### config.mk
export PLATFORM = sky130hd
export DESIGN_NAME = regfile_sb
export DESIGN_NICKNAME = d
export VERILOG_FILES = /design/src/rtl/regfile_sb.sv
export SDC_FILE = /design/constraint.sdc
export NUM_CORES = 2
export LEC_CHECK = 0
export CORE_MARGIN = 3
export CORE_UTILIZATION = 50
export CTS_CLUSTER_DIAMETER = 120
export DETAILED_ROUTE_END_ITERATION = 10
export PLACE_DENSITY = 0.8
export SETUP_SLACK_MARGIN = 0.1
export SLEW_MARGIN = 30
export SYNTH_ARGS = -nofsm -noshare
export SYNTH_HDL_FRONTEND = slang
export SYNTH_SLANG_ARGS = --single-unit
### constraint.sdc
create_clock -name clk -period 2.85 [get_ports clk]
set_input_delay 0.57 -clock clk [delete_from_list [all_inputs] [get_ports clk]]
set_output_delay 0.57 -clock clk [all_outputs]
set_load 0.01 [all_outputs]
### src/rtl/regfile_sb.sv
// rtl/regfile_sb.sv - multi-port register file with busy scoreboard and sequenced bulk clear
// Optional write-to-read forwarding is compiled in when REGFILE_BYPASS_EN is defined.
module regfile_sb #(
  parameter int N  = 5,
  parameter int W  = 32,
  parameter int NR = 2
) (
  input  logic            clk,
  input  logic            rst,
  input  logic [NR*N-1:0] rd_addr,
  output logic [NR*W-1:0] rd_data,
  output logic [NR-1:0]   rd_ready,
  input  logic            we,
  input  logic [N-1:0]    wr_addr,
  input  logic [W-1:0]    wr_data,
  input  logic            alloc,
  input  logic [N-1:0]    alloc_addr,
  input  logic            clear_req,
  output logic            clear_busy,
  output logic            clear_done
);

  localparam int DEPTH = 2**N;

  typedef enum logic {S_IDLE, S_CLEAR} state_t;

  state_t           r_state;
  logic [N-1:0]     r_cnt;
  logic [W-1:0]     r_regs [DEPTH];
  logic [DEPTH-1:0] r_busy;
  logic             r_clear_busy;
  logic             r_clear_done;

  always_ff @(posedge clk or negedge rst) begin
    if (!rst) begin
      r_state      <= S_IDLE;
      r_cnt        <= '0;
      r_busy       <= '0;
      r_clear_busy <= 1'b0;
      r_clear_done <= 1'b0;
      for (int i = 0; i < DEPTH; i++) r_regs[i] <= '0;
    end else begin
      r_clear_done <= 1'b0;
      case (r_state)
        S_IDLE: begin
          if (we && wr_addr != '0) begin
            r_regs[wr_addr] <= wr_data;
            r_busy[wr_addr] <= 1'b0;
          end
          // Placed after the write so a same-address alloc leaves the entry busy.
          if (alloc && alloc_addr != '0) r_busy[alloc_addr] <= 1'b1;
          if (clear_req) begin
            r_state      <= S_CLEAR;
            r_cnt        <= '0;
            r_clear_busy <= 1'b1;
          end
        end
        S_CLEAR: begin
          r_regs[r_cnt] <= '0;
          r_busy[r_cnt] <= 1'b0;
          r_cnt         <= r_cnt + N'(1);
          if (r_cnt == N'(DEPTH - 1)) begin
            r_state      <= S_IDLE;
            r_clear_busy <= 1'b0;
            r_clear_done <= 1'b1;
          end
        end
        default: r_state <= S_IDLE;
      endcase
    end
  end

  always_comb begin : read_ports
    logic [N-1:0] ra;
    rd_data  = '0;
    rd_ready = '0;
    ra       = '0;
    for (int k = 0; k < NR; k++) begin
      ra = rd_addr[k*N +: N];
      if (ra == '0) begin
        rd_data[k*W +: W] = '0;
        rd_ready[k]       = 1'b1;
      end else if (r_state == S_CLEAR) begin
        rd_data[k*W +: W] = '0;
        rd_ready[k]       = 1'b0;
`ifdef REGFILE_BYPASS_EN
      end else if (we && wr_addr == ra) begin
        rd_data[k*W +: W] = wr_data;
        rd_ready[k]       = 1'b1;
`endif
      end else begin
        rd_data[k*W +: W] = r_regs[ra];
        rd_ready[k]       = ~r_busy[ra];
      end
    end
  end

  assign clear_busy = r_clear_busy;
  assign clear_done = r_clear_done;

endmodule

---- Word-level counts from Yosys, hierarchy flattened ----
Index checks and enable logic that the tools add are counted.
word-level totals
  register bits ........................... 1064
  bits of input ports ..................... 57
  output and inout bits ................... 68
  logic and storage cells ................. 127
operators by class
  $add $sub $neg .......................... 1
  magnitude comparators ................... 14
  equality and inequality tests ........... 4
  mux-type cells .......................... 45
  bitwise gates (word level) .............. 14
  reduce and logical (&&, ||, !) cells .... 12
operators with widths
  kind                                                                                 number
  1024-bit one-hot mux with 2 select lines                                             1
  1024-bit AND                                                                         1
  1024-bit bitwise mux                                                                 1
  1024-bit two-way mux                                                                 1
  1024-bit inverter                                                                    1
  32-bit two-way mux                                                                   13
  32-bit binary-select mux with 5-bit select                                           2
  32-bit demux with 5-bit select                                                       2
  32-bit AND                                                                           2
  32-bit inverter                                                                      2
  32-bit one-hot mux with 2 select lines                                               1
  32-bit OR                                                                            1
  5-bit by 6-bit < comparator with 1-bit output, second input constant                 5
  6-bit greater-or-equal comparator, second input constant                             4
  5-bit inverter with 6-bit output                                                     4
  1-bit demux with 5-bit select                                                        3
  5-bit by 1-bit greater-or-equal comparator with 1-bit output, second input constant  3
  1-bit two-way mux                                                                    15
  6-bit by 1-bit < comparator with 1-bit output, second input constant                 2
  1-bit binary-select mux with 5-bit select                                            2
  5-bit logical NOT                                                                    2
  5-bit one-hot mux with 2 select lines                                                1
  5-bit nonzero test                                                                   2
  1-bit logical AND                                                                    7
  8 further kinds                                                                      12

---- Logic depth before layout (Yosys ltp) ----
  depth in word-level cells ............... 11
  mapped depth ............................ 9
  mapped depth without buffers ............ 5

---- Least setup slack after synthesis ----
OpenSTA, ideal clock, no wires.
  path kind ............................... input-to-output
  start ................................... input rd_addr[5]
  end ..................................... output rd_data[49]
  data arrival time ....................... 2.282 ns
  required time ........................... 2.280 ns
  slack ................................... -0.002 ns
  stages .................................. 7
  buffers on the path ..................... 4
  path through ............................ buf_2 > buf_6 > buf_6 > buf_4 > mux4_2 > mux2i_1 > a2111oi_0
on the way
  longest elaborated chain between the ends .. 6
  elaborated cells between the ends (all ways) .. 7
  those cells by class .................... mux: 5; bitwise: 1; reduce/logical: 1
ends and longest elaborated chain
  what                                                    RTL line  RTL
  start: declaration                                      10        input logic [NR*N-1:0] rd_addr,
  5-bit inverter with 6-bit output (implied by the code)  92        rd_data[k*W +: W] = r_regs[ra];
  32-bit binary-select mux with 5-bit select              92
  32-bit two-way mux (implied by the code) (2 in a row)   92
  32-bit two-way mux                                      83        end else if (r_state == S_CLEAR) begin
  32-bit two-way mux (*)                                  80        if (ra == '0) begin
  end: declaration                                        11        output logic [NR*W-1:0] rd_data,
Mark *: on every way between the ends. The rest lies on a longest branch, timed or not. The select of a mux whose other input is x is not followed.

---- Worst setup path in the final report ----
  start ................................... input rd_addr[5]
  end ..................................... output rd_data[53]
The elaborated chain is that of the path after synthesis.

==> results.sh <==
export IMPL_violations="negative setup slack"
export IMPL_core_area_mm2=0.107
export IMPL_dp_hpwl_mm=123
export IMPL_fp_row_count=120
export IMPL_globalplace_congestion=0.938
export IMPL_critPathMaxStageDelay_ps=880
export IMPL_crit_chain="buf_16 -> buf_12 -> buf_16 -> buf_4 -> mux4_2 -> mux2i_1 -> a2111oi_4 -> buf_2"
export IMPL_cts_sinks=1064
export IMPL_synth_ff_latch_count=1064
export IMPL_fin_cells=5566
export IMPL_status="complete, but fails checks"
export IMPL_die_x_um=335
export IMPL_first_iter_violations=8026
export IMPL_synth_top_area_share_pct=49.2
export IMPL_crit_fanout=7
export IMPL_required_ps=2280
export IMPL_fillers=6816
export IMPL_synth_largest_area_cell="dfrtp_1"
export IMPL_clockRootBuffer="clkbuf_16"
export IMPL_grt_usage_pct=38.9
export IMPL_nNetsFinal=4130
export IMPL_rsz0062_at_grt="yes"
export IMPL_synth_seq_area_share_pct=49.2
export IMPL_syn_inst=3595
export IMPL_ys_flop_type="dfrtp_1"
export IMPL_relSlewSlack_pct=21.0
export IMPL_grt_busiest_layer="met2"
export IMPL_synthTopCellsByArea="dfrtp_1 (49%), mux4_2 (25%), a22o_1 (17%), clkbuf_1 (2.4%), mux2i_1 (1.0%)"
export IMPL_first_pass_iters=7
export IMPL_clock_skew_ps=32.5
export IMPL_reg2reg_depth=6
export IMPL_fmax_ghz=0.272
export IMPL_synth_most_common_cell="dfrtp_1"
export IMPL_vias_per_cell=8.26
export IMPL_avgSynthCellArea_um2=15.0
export IMPL_initial_utilization_pct=50.5
export IMPL_drive_gt1_share_pct=41.7
export IMPL_ir_drop_mv=0.630
export IMPL_numCtsBuffers=103
export IMPL_cts_tree="yes"
export IMPL_wl_mm=223
export IMPL_postLayoutCoreUtil_pct=63.6
export IMPL_io_pin_count=125
export IMPL_ys_types=42
export IMPL_gr_usage_met3_pct=21.4
export IMPL_grt_ovfl_total=0
export IMPL_grt_max_degree=102
export IMPL_tightest_slew_ps=1180
export IMPL_clkTransAtPathRegs_ps=70
export IMPL_area_growth_pct=26.0
export IMPL_io_buffers=124
export IMPL_grt_use_met1_pct=46.5
export IMPL_synth_top_cells_by_count="dfrtp_1 (1064), a22o_1 (1036), mux4_2 (606)"
export IMPL_p_per_area_mw_per_mm2=629
export IMPL_path_common_cell="buf_16"
export IMPL_path_depth=8
export IMPL_use_met2_pct=53.4
export IMPL_drc_errors=0
export IMPL_syn_area_mm2=0.0541
export IMPL_floorplan_die_area_mm2=0.112
export IMPL_clockBufferDepth=3
export IMPL_clk_latency_ps=730
export IMPL_synthArstFlopShare_pct=100
export IMPL_htreeDepth=3
export IMPL_cap_violations=0
export IMPL_wl_per_cell_um=40.1
export IMPL_min_path_type="in2async"
export IMPL_hold_violations=0
export IMPL_yosysWarningCount=0
export IMPL_vias=46000
export IMPL_startpoint_type="input port"
export IMPL_setup_worst_path_class="in2out"
export IMPL_synth_edf_count=0
export IMPL_grt_pass1_wl_mm=320
export IMPL_path_buf_inv=5
export IMPL_synth_nets=3657
export IMPL_min_period_over_period_pct=129
export IMPL_tns_ps=-27790
export IMPL_antenna_found_initial=7
export IMPL_final_max_slew_violation_count=0
export IMPL_end_kind="primary output"
export IMPL_grt_pass1_vias=46800
export IMPL_cellLeakagePower_nw=30.4
export IMPL_critPathTopFamily="multiplexers"
export IMPL_die_h_um=335
export IMPL_fin_crit_ps=3680
export IMPL_dp_cells=5214
export IMPL_cp_slowest_cell="mux2i_1"
export IMPL_cp_arrival_ps=3110
export IMPL_layout_setup_ws_ps=-826
export IMPL_finalSetupViolCount=66
export IMPL_drtAntennaViolNets=0
[layer usage]
metal,share of wire [%],up-vias
met3,19,1738
met5,0.18,-
met2,41,5609
met4,9.2,18
li1,-,15800
met1,31,22800
[through the flow]
step	area [um^2]	hold WS [ps]	power [mW]	worst slack, ps
after floorplan	54300	274	21.9	-0.101
after global routing	68200	502	43.6	-756
after detailed placement	61800	491	26.3	-1100
after CTS	67400	503	41.8	-507
final	68200	481	42.9	-826
after global placement	61700	483	26.0	-1160
[logic make-up after synthesis]
kind of cell	synth area share, %
AOI/OAI and AO/OA	18.7
DFF	49.2
muxes	26.3
buffers and inverters	3.91
and+or+nand+nor	1.70
adders and majority gates	0.116
xor gates and xnor gates	0.0324
[where the power goes]
| group | switching (mW) | internal (mW) | leakage, nW |
|---|---|---|---|
| clock network | 6.45 | 8.90 | 1.82 |
| logic | 5.39 | 4.37 | 13.7 |
| registers | 1.33 | 16.4 | 14.8 |
| total | 13.2 | 29.7 | 30.4 |
[cells in the final DEF, fill, tap and decap left out, types with 26 or more instances in the layout]
| cell type | n |
|---|---|
| a21oi_4 | 31 |
| a22o_1 | 1033 |
| and2_1 | 37 |
| buf_12 | 156 |
| buf_2 | 43 |
| buf_4 | 463 |
| buf_6 | 79 |
| clkbuf_16 | 111 |
| clkdlybuf4s50_1 | 47 |
| dfrtp_1 | 1064 |
| mux2i_1 | 54 |
| mux4_2 | 606 |
| nor2_1 | 26 |
| nor2_4 | 64 |
| o22ai_1 | 43 |
[path summary, 6_finish.rpt]
| path | from | to | slack (ps) |
|---|---|---|---|
| max in group asynchronous | rst | r_regs[931] | 1240 |
| hold / removal | rst | r_regs[344] | 480 |
| min in group clk | r_regs[686] | r_regs[686] | 510 |
| hold reg to reg | r_regs[686] | r_regs[686] | 510 |
| setup / recovery | rd_addr[5] | rd_data[53] | -830 |
| setup reg to reg | r_cnt[0] | r_regs[130] | 270 |
[area by class of cell]
type                            count  area [um^2]  area share [%]
Antenna cell                        7         17.5          0.0257
Clock buffer                      144         2970            4.35
Clock inverter                     49          734            1.08
Inverter                            8         32.5          0.0477
Multi-Input combinational cell   2054        26800            39.3
Sequential cell                  1064        26600            39.1
Tap cell                         1403         1760            2.58
Timing Repair Buffer              837         9280            13.6
[state kept, by name (all words and copies together) (netlist names)]
signal / count
clear_busy: 1
r_busy: 32
clear_done: 1
r_state: 1
r_regs: 1024
r_cnt: 5
[repair_timing]
| item | 4_1_cts | 5_1_grt |
|---|---|---|
| setup buffers | 100 | 38 |
| endpoints found under the hold margin | 26 | 0 |
| cloned | 13 | 5 |
| gates resized for setup | 489 | 59 |
| hold buffers | 1 | 0 |
| pin swaps | 59 | 54 |
| setup endpoints to repair | 66 | 66 |
Note: power is estimated with default switching activity, not from simulation.
